==> config.mk <==
export PLATFORM = sky130hd
export DESIGN_NAME = spi_responder
export DESIGN_NICKNAME = d
export VERILOG_FILES = /design/src/rtl/spi_responder.sv
export SDC_FILE = /design/constraint.sdc
export NUM_CORES = 1
export LEC_CHECK = 0
export ABC_AREA = 1
export BUFFER_PORTS_ARGS = -buffer_cell sky130_fd_sc_hd__buf_2
export CAP_MARGIN = 20
export CORE_MARGIN = 4
export CORE_UTILIZATION = 25
export CTS_CLUSTER_SIZE = 14
export DETAILED_ROUTE_END_ITERATION = 6
export GPL_ROUTABILITY_DRIVEN = 0
export HOLD_SLACK_MARGIN = 0.15
export SLEW_MARGIN = 25
export SYNTH_ARGS = -nofsm -noshare
export SYNTH_HDL_FRONTEND = slang
export SYNTH_SLANG_ARGS = --single-unit
==> constraint.sdc <==
create_clock -name clk_i -period 1.3 [get_ports clk_i]
set_input_delay 0.13 -clock clk_i [delete_from_list [all_inputs] [get_ports clk_i]]
set_output_delay 0.13 -clock clk_i [all_outputs]
set_load 0.02 [all_outputs]
==> src/rtl/spi_responder.sv <==
// SPI mode-0 responder: oversamples raw sclk/cs_n/mosi in the clk_i domain,
// receives MOSI frames and sends MISO frames MSB-first from a one-word tx buffer.
module spi_responder #(
    parameter int                 DATA_W       = 8,
    parameter int                 SYNC_STAGES  = 2,
    parameter logic [DATA_W-1:0]  IDLE_PATTERN = {DATA_W{1'b1}}
) (
    input  logic              clk_i,
    input  logic              reset_i,
    input  logic              sclk_i,
    input  logic              cs_n_i,
    input  logic              mosi_i,
    output logic              miso_o,
    output logic              miso_oe_o,
    input  logic [DATA_W-1:0] tx_data_i,
    input  logic              tx_valid_i,
    output logic              tx_ready_o,
    output logic [DATA_W-1:0] rx_data_o,
    output logic              rx_valid_o,
    output logic              tx_underrun_o,
    output logic              frame_abort_o,
    output logic              busy_o
);

    localparam int CNT_W = (DATA_W > 2) ? $clog2(DATA_W) : 1;

    // tx handshake: a word is taken on tx_valid_i & tx_ready_o; tx_ready_o is
    // high exactly while the single-entry buffer is empty.
    typedef enum logic {ST_IDLE = 1'b0, ST_ACTIVE = 1'b1} state_t;

    state_t                 state, state_next;
    logic [SYNC_STAGES-1:0] sclk_sync, cs_sync, mosi_sync;
    logic                   sclk_prev, cs_prev;
    logic                   sclk_s, cs_s, mosi_s;
    logic                   sclk_rise, sclk_fall, cs_rise, cs_fall;
    logic [CNT_W-1:0]       bit_cnt;
    logic [DATA_W-1:0]      rx_shift, tx_shift, tx_buf;
    logic                   tx_full;
    logic                   tx_write, load, rx_step, tx_step, abort;

    assign sclk_s    = sclk_sync[SYNC_STAGES-1];
    assign cs_s      = cs_sync[SYNC_STAGES-1];
    assign mosi_s    = mosi_sync[SYNC_STAGES-1];
    assign sclk_rise = sclk_s & ~sclk_prev;
    assign sclk_fall = ~sclk_s & sclk_prev;
    assign cs_rise   = cs_s & ~cs_prev;
    assign cs_fall   = ~cs_s & cs_prev;

    assign tx_ready_o = ~tx_full;
    assign tx_write   = tx_valid_i & ~tx_full;

    always_ff @(posedge clk_i) begin
        if (reset_i) begin
            state <= ST_IDLE;
        end else begin
            state <= state_next;
        end
    end

    always_comb begin
        state_next = state;
        case (state)
            ST_IDLE:   if (cs_fall) state_next = ST_ACTIVE;
            ST_ACTIVE: if (cs_rise) state_next = ST_IDLE;
            default:   state_next = ST_IDLE;
        endcase
    end

    // cs rise wins over an sclk edge seen in the same cycle.
    always_comb begin
        load    = 1'b0;
        rx_step = 1'b0;
        tx_step = 1'b0;
        abort   = 1'b0;
        case (state)
            ST_IDLE: load = cs_fall;
            ST_ACTIVE: begin
                if (cs_rise) begin
                    abort = (bit_cnt != '0);
                end else if (sclk_rise) begin
                    rx_step = 1'b1;
                end else if (sclk_fall) begin
                    tx_step = (bit_cnt != '0);
                    load    = (bit_cnt == '0);
                end
            end
            default: ;
        endcase
        busy_o    = (state == ST_ACTIVE);
        miso_oe_o = (state == ST_ACTIVE);
        miso_o    = (state == ST_ACTIVE) & tx_shift[DATA_W-1];
    end

    always_ff @(posedge clk_i) begin
        if (reset_i) begin
            sclk_sync     <= '0;
            cs_sync       <= '1;
            mosi_sync     <= '0;
            sclk_prev     <= 1'b0;
            cs_prev       <= 1'b1;
            bit_cnt       <= '0;
            rx_shift      <= '0;
            tx_shift      <= '0;
            tx_buf        <= '0;
            tx_full       <= 1'b0;
            rx_data_o     <= '0;
            rx_valid_o    <= 1'b0;
            tx_underrun_o <= 1'b0;
            frame_abort_o <= 1'b0;
        end else begin
            sclk_sync     <= {sclk_sync[SYNC_STAGES-2:0], sclk_i};
            cs_sync       <= {cs_sync[SYNC_STAGES-2:0], cs_n_i};
            mosi_sync     <= {mosi_sync[SYNC_STAGES-2:0], mosi_i};
            sclk_prev     <= sclk_s;
            cs_prev       <= cs_s;
            rx_valid_o    <= 1'b0;
            tx_underrun_o <= 1'b0;
            frame_abort_o <= abort;

            // A write coinciding with a load lands in the buffer for the next frame.
            if (tx_write) begin
                tx_buf  <= tx_data_i;
                tx_full <= 1'b1;
            end else if (load) begin
                tx_full <= 1'b0;
            end

            if (load) begin
                tx_shift      <= tx_full ? tx_buf : IDLE_PATTERN;
                tx_underrun_o <= ~tx_full;
                bit_cnt       <= '0;
            end else if (tx_step) begin
                tx_shift <= {tx_shift[DATA_W-2:0], 1'b0};
            end

            if (rx_step) begin
                rx_shift <= {rx_shift[DATA_W-2:0], mosi_s};
                if (bit_cnt == CNT_W'(DATA_W - 1)) begin
                    bit_cnt    <= '0;
                    rx_data_o  <= {rx_shift[DATA_W-2:0], mosi_s};
                    rx_valid_o <= 1'b1;
                end else begin
                    bit_cnt <= bit_cnt + CNT_W'(1);
                end
            end
        end
    end

endmodule

==> results of run 1 <==
[layout by cell type, fill, tap and decap left out, drive strengths merged]
cell and n:
nand2 25, o21ai 32, inv 24, dlygate4sd3 13, ha 3, clkinvlp 1, dfxtp 47, a21oi 13
clkinv 4, or2 9, nor3 1, nor2 65, buf 43, nor4 1, nand3 13, diode 1
clkbuf 6, o211ai 2
[per-stage QoR]
step / TNS, ns / worst slack [ns] / total power (W)
6_report: 0 / 0.00415 / 0.00269
5_1_grt: -0.943 / -0.108 / 0.00284
4_1_cts: -0.0271 / -0.0146 / 0.00271
3_5_place_dp: -0.352 / -0.0499 / 0.00182
3_3_place_gp: -0.0354 / -0.0171 / 0.00182
2_1_floorplan: 0 / 0.0332 / 0.00174
[timing repair]
action | 4_1_cts | 5_1_grt
gates cloned | 0 | 1
setup endpoints to repair | 23 | 27
pin swaps | 3 | 11
setup buffers | 0 | 2
resized for setup | 10 | 11
hold buffers | 13 | 0
hold endpoints to repair | 12 | 0
[worst register-to-register path, cell delays in order (launching register included)]
cell	delay [ns]
dfxtp_2	0.34
inv_2	0.07
ha_4	0.13
inv_2	0.04
nor2_4	0.10
nand2_2	0.07
nand2_4	0.11
clkbuf_16	0.16
o211ai_1	0.10
a21oi_1	0.13
[state kept, by name, summed over array words and instances (netlist names)]
name / flops
tx_full: 1
tx_buf: 8
frame_abort_o: 1
rx_shift: 7
sclk_sync: 2
rx_valid_o: 1
busy_o: 1
tx_underrun_o: 1
mosi_sync: 2
sclk_prev: 1
tx_shift: 8
rx_data_o: 8
cs_prev: 1
cs_sync: 2
bit_cnt: 3
[path summary, 6_finish.rpt]
kind	startpoint	to	slack [ns]	cells past startpoint
max	bit_cnt[1]	tx_shift[0]	0.004	9
min	tx_valid_i	tx_buf[4]	0.24	4
max reg2reg	bit_cnt[1]	tx_shift[0]	0.004	9
min reg2reg	mosi_sync[0]	mosi_sync[1]	0.40	2
[final cells by class]
type	instances	area share, %
Clock buffer	5	2.66
Timing Repair Buffer	57	17.3
Sequential cell	47	36.6
Inverter	27	4.15
Antenna cell	1	0.0966
Multi-Input combinational cell	164	33.8
Clock inverter	2	0.531
Tap cell	99	4.78
[cells by family after synthesis]
logic type                 after synthesis  share of synthesized area [%]
buffers and inverters                   37                           9.08
adders and majority gates                3                           1.92
AOI/OAI and AO/OA                       47                           14.2
DFF                                     47                           48.1
and+or+nand+nor                        114                           26.7
[per-layer routing]
metal	part of all wire (%)	vias to the layer above
li1	-	887
met1	44	758
met2	51	31
met4	1.7	0
met3	3.9	6
met5	0	-
[power by group]
part | internal [W] | total [W] | switching (W) | leakage [nW]
combinational | 0.000153 | 0.000327 | 0.000174 | 0.698
clock | 0.000368 | 0.000843 | 0.000475 | 0.0440
sequential | 0.00149 | 0.00152 | 0.0000274 | 0.385
total | 0.00201 | 0.00269 | 0.000676 | 1.13
==> flow_metrics.tcl, run 1 <==
set metrics [dict create \
    status "completed" \
    worstSetupStartpointType "flip-flop" \
    grt_max_degree 36 \
    drive_gt1_share_pct 31.8 \
    numCtsBuffers 5 \
    rows 31 \
    rsz0062_at_grt "yes" \
    skew_ns 0.0138 \
    synth_ff_type "dfxtp_1" \
    clock-sinks 47 \
    critical_path_class "reg -> reg" \
    grt_use_met1_pct 10.3 \
    first_global_vias 1644 \
    cts.clk_slew.worst_paths_ns 0.09 \
    io_pins 29 \
    die-area_um2 9310 \
    initial_core_util_pct 26.3 \
    utilization_pct 34.8 \
    synth_most_common_cell "nor2_1" \
    drv_cap 0 \
    met3_usage_pct 3.18 \
    min_period_over_period_pct 99.7 \
    totalWireLength_um 4230 \
    remaining_drc_errors 0 \
    synth_top_area_share_pct 48.1 \
    cp_cell_sequence "inv_2 -> ha_4 -> inv_2 -> nor2_4 -> nand2_2 -> nand2_4 -> clkbuf_16 -> o211ai_1 -> a21oi_1" \
    top_usage_layer "met2" \
    multiInputGateArea_um2 877 \
    drtPass1Iterations 4 \
    setup_viol_count_final 0 \
    chipWidth_um 96.5 \
    grt_pass1_wl_um 7010 \
    period_needed_ns 1.30 \
    clockBufferDepth 2 \
    design_area_um2 2590 \
    io_buffers 28 \
    slew_headroom_pct 79.1 \
    hold_path_class "in -> reg" \
    synth_area_leader_cell "dfxtp_1" \
    vias 1682 \
    slowest_delay_ns 0.34 \
    finalNetCount 319 \
    yosysWarningCount 0 \
    wl_per_cell_um 10.5 \
    slew_viol_final 0 \
    total_leakage_power_nw 1.13 \
    tightest_slew_ns 0.314 \
    syn_nets 265 \
    synth_cells 248 \
    antenna_found_initial 0 \
    required_ns 1.53 \
    cp_top_family "flip-flops" \
    crit_path_end_kind "flip-flop" \
    path_buf_inv 3 \
    irDropWorstVdd_mv 0.567 \
    synth_seq_cells 47 \
    fmax_mhz 772 \
    ys_top_cells_by_area "dfxtp_1 48%, nor2_1 12%, o21ai_0 6.6%" \
    place_inst 378 \
    worstSkewPairLatency_ns 0.30 \
    viasPerCell 4.18 \
    core-area_um2 7450 \
    htreeDepth 2 \
    grt_use_total_pct 9.66 \
    cp_data_arrival_time_ns 1.53 \
    worst_hold_slack_ns 0.244 \
    cts_tree "done" \
    clockRootBuffer "clkbuf_8" \
    grt-ovfl-total 0 \
    path_common_cell "inv_2" \
    place_area_um2 2270 \
    use_met2_pct 17.0 \
    ys_seq_area_share_pct 48.1 \
    yosysUniqueCellTypes 25 \
    worst-path-max-fanout 5 \
    drtIter0Drc 63 \
    syn_avg_cell_area_um2 7.89 \
    hold_viol_final 0 \
    synth_edf_count 0 \
    netlist_top_cells_count "64 x nor2_1, 47 x dfxtp_1, 26 x o21ai_0" \
    crit_slowest_cell "dfxtp_2" \
    async_flop_share_pct 0 \
    ant_nets 0 \
    dp_hpwl_um 2800 \
    netlist_area_um2 1960 \
    fin_cells 402 \
    die_h_um 96.5 \
    regArea_um2 948 \
    fillerInstances 785 \
    syn_to_final_growth_pct 32.4 \
    p_per_area_nw_per_um2 1040 \
]
No activity file was read; power rests on OpenSTA's default activity.
==> run 2, diff against run 1 <==
--- a/config.mk
+++ b/config.mk
@@ -8,12 +8,15 @@
 export ABC_AREA = 1
 export BUFFER_PORTS_ARGS = -buffer_cell sky130_fd_sc_hd__buf_2
 export CAP_MARGIN = 20
+export CELL_PAD_IN_SITES_DETAIL_PLACEMENT = 0
+export CELL_PAD_IN_SITES_GLOBAL_PLACEMENT = 1
 export CORE_MARGIN = 4
 export CORE_UTILIZATION = 25
 export CTS_CLUSTER_SIZE = 14
 export DETAILED_ROUTE_END_ITERATION = 6
 export GPL_ROUTABILITY_DRIVEN = 0
 export HOLD_SLACK_MARGIN = 0.15
+export PLACE_DENSITY_LB_ADDON = 0.1
 export SLEW_MARGIN = 25
 export SYNTH_ARGS = -nofsm -noshare
 export SYNTH_HDL_FRONTEND = slang
==> flow_metrics.tcl, run 2 (synthesis gave the netlist of run 1 again) <==
set metrics [dict create \
    status "finished with violations" \
    violations "negative setup slack" \
    cp_top_family "buffers and inverters" \
    vias 1641 \
    reg.largest.list "rx_data_o (8), tx_buf (8), tx_shift (8)" \
    fillerInstances 820 \
    viasPerCell 4.05 \
    tightest_slew_ns 0.248 \
    rows 31 \
    skew_ns 0.00518 \
    period_needed_ns 1.35 \
    finalNetCount 322 \
    drv_cap 0 \
    dp_hpwl_um 2990 \
    grt_pass1_wl_um 7500 \
    grt-ovfl-total 0 \
    fmax_mhz 740 \
    htreeDepth 2 \
    drtIter0Drc 29 \
    place_area_um2 2320 \
    hold_path_class "in -> reg" \
    setup_viol_count_final 1 \
    drtPass1Iterations 4 \
    regArea_um2 946 \
    slowest_delay_ns 0.36 \
    drive_gt1_share_pct 34.3 \
    ant_nets 0 \
    required_ns 1.54 \
    hold_depth 2 \
    clockBufferDepth 2 \
    total_leakage_power_nw 1.15 \
    layout_common_cells "61 x nor2_1, 43 x dfxtp_1, 28 x buf_2, 21 x o21ai_0" \
    critical_path_class "reg -> reg" \
    irDropWorstVdd_mv 0.412 \
    clock-sinks 47 \
    crit_path_end_kind "flip-flop" \
    totalWireLength_um 4310 \
    worstSkewPairLatency_ns 0.30 \
    remaining_drc_errors 0 \
    die-area_um2 9310 \
    slew_headroom_pct 83.4 \
    min_period_over_period_pct 104 \
    utilization_pct 35.6 \
    multiInputGateArea_um2 890 \
    worst-path-max-fanout 8 \
    hold_viol_final 0 \
    dr_wl_met2_um 2070 \
    cts.clk_slew.worst_paths_ns 0.09 \
    design_area_um2 2650 \
    io_buffers 28 \
    cts_tree "done" \
    p_per_area_nw_per_um2 1060 \
    initial_core_util_pct 26.3 \
    core-area_um2 7450 \
    fin_ws_ns -0.0507 \
    numCtsBuffers 5 \
    io_pins 29 \
    grt_max_degree 36 \
    rsz0062_at_grt "yes" \
    cp_num_cells 11 \
    cp_cell_sequence "inv_2 -> ha_4 -> inv_2 -> nor2_4 -> nand2_2 -> nand2_4 -> buf_12 -> buf_6 -> a21oi_2 -> nor2_1 -> nor2_1" \
    wl_per_cell_um 10.6 \
    die_h_um 96.5 \
    wl_met3_um 114 \
    grt_use_total_pct 10.3 \
    final_common_cell "nor2_1" \
    path_buf_inv 4 \
    diodes 0 \
    slew_viol_final 0 \
    topRoutingLayerUsed "met4" \
    chipWidth_um 96.5 \
    crit_slowest_cell "dfxtp_2" \
    clockRootBuffer "clkbuf_8" \
    worstSetupStartpointType "flip-flop" \
    antenna_found_initial 0 \
    wl_met1_um 2070 \
    syn_to_final_growth_pct 35.4 \
    r2r_cells 11 \
    first_global_vias 1631 \
    cp_data_arrival_time_ns 1.59 \
]
run 2: repair_timing:
item | CTS | global route
pin swaps | 3 | 8
resized for setup | 16 | 15
endpoints found under the hold margin | 11 | 0
setup buffers | 1 | 2
endpoints found under the setup margin | 23 | 23
gates cloned | 1 | 0
hold buffers | 12 | 0
run 2: area by class of cell:
class | instances | area share, %
multi-input cells | 164 | 33.6
repair buffers | 60 | 18.3
flip-flops and latches | 47 | 35.7
clock inverters | 2 | 0.614
well taps | 99 | 4.68
clock buffers | 6 | 3.12
inverters | 27 | 4.02
run 2: metrics by stage:
stage | setup TNS, ns | power, W | instances | setup slack (ns) | hold slack (ns)
2_1_floorplan | 0 | 0.00174 | 248 | 0.0332 | 0.192
3_3_place_gp | -0.231 | 0.00186 | 381 | -0.0468 | 0.313
3_5_place_dp | -0.497 | 0.00186 | 381 | -0.0447 | 0.315
4_1_cts | -0.0437 | 0.00287 | 403 | -0.0188 | 0.150
5_1_grt | -0.990 | 0.00298 | 405 | -0.115 | 0.168
6_report | -0.0507 | 0.00282 | 405 | -0.0507 | 0.144
run 2: worst paths after layout:
path	startpoint	endpoint	slack (ns)
worst max register to register	bit_cnt[1]	tx_shift[3]	-0.05
worst min register to register	mosi_sync[0]	mosi_sync[1]	0.41
worst min-delay path	reset_i	bit_cnt[1]	0.14
worst max-delay path	bit_cnt[1]	tx_shift[3]	-0.05
run 2: routing by layer:
layer / global-route usage, % / up-vias
li1: - / 894
met5: 0 / -
met2: 17.0 / 20
met1: 13.0 / 722
met3: 2.40 / 5
met4: 4.21 / 0
run 2: report_power, final:
group / internal, W / switching, W
Clock: 0.000435 / 0.000514
Sequential: 0.00149 / 0.0000263
Combinational: 0.000170 / 0.000181
Total: 0.00210 / 0.000721
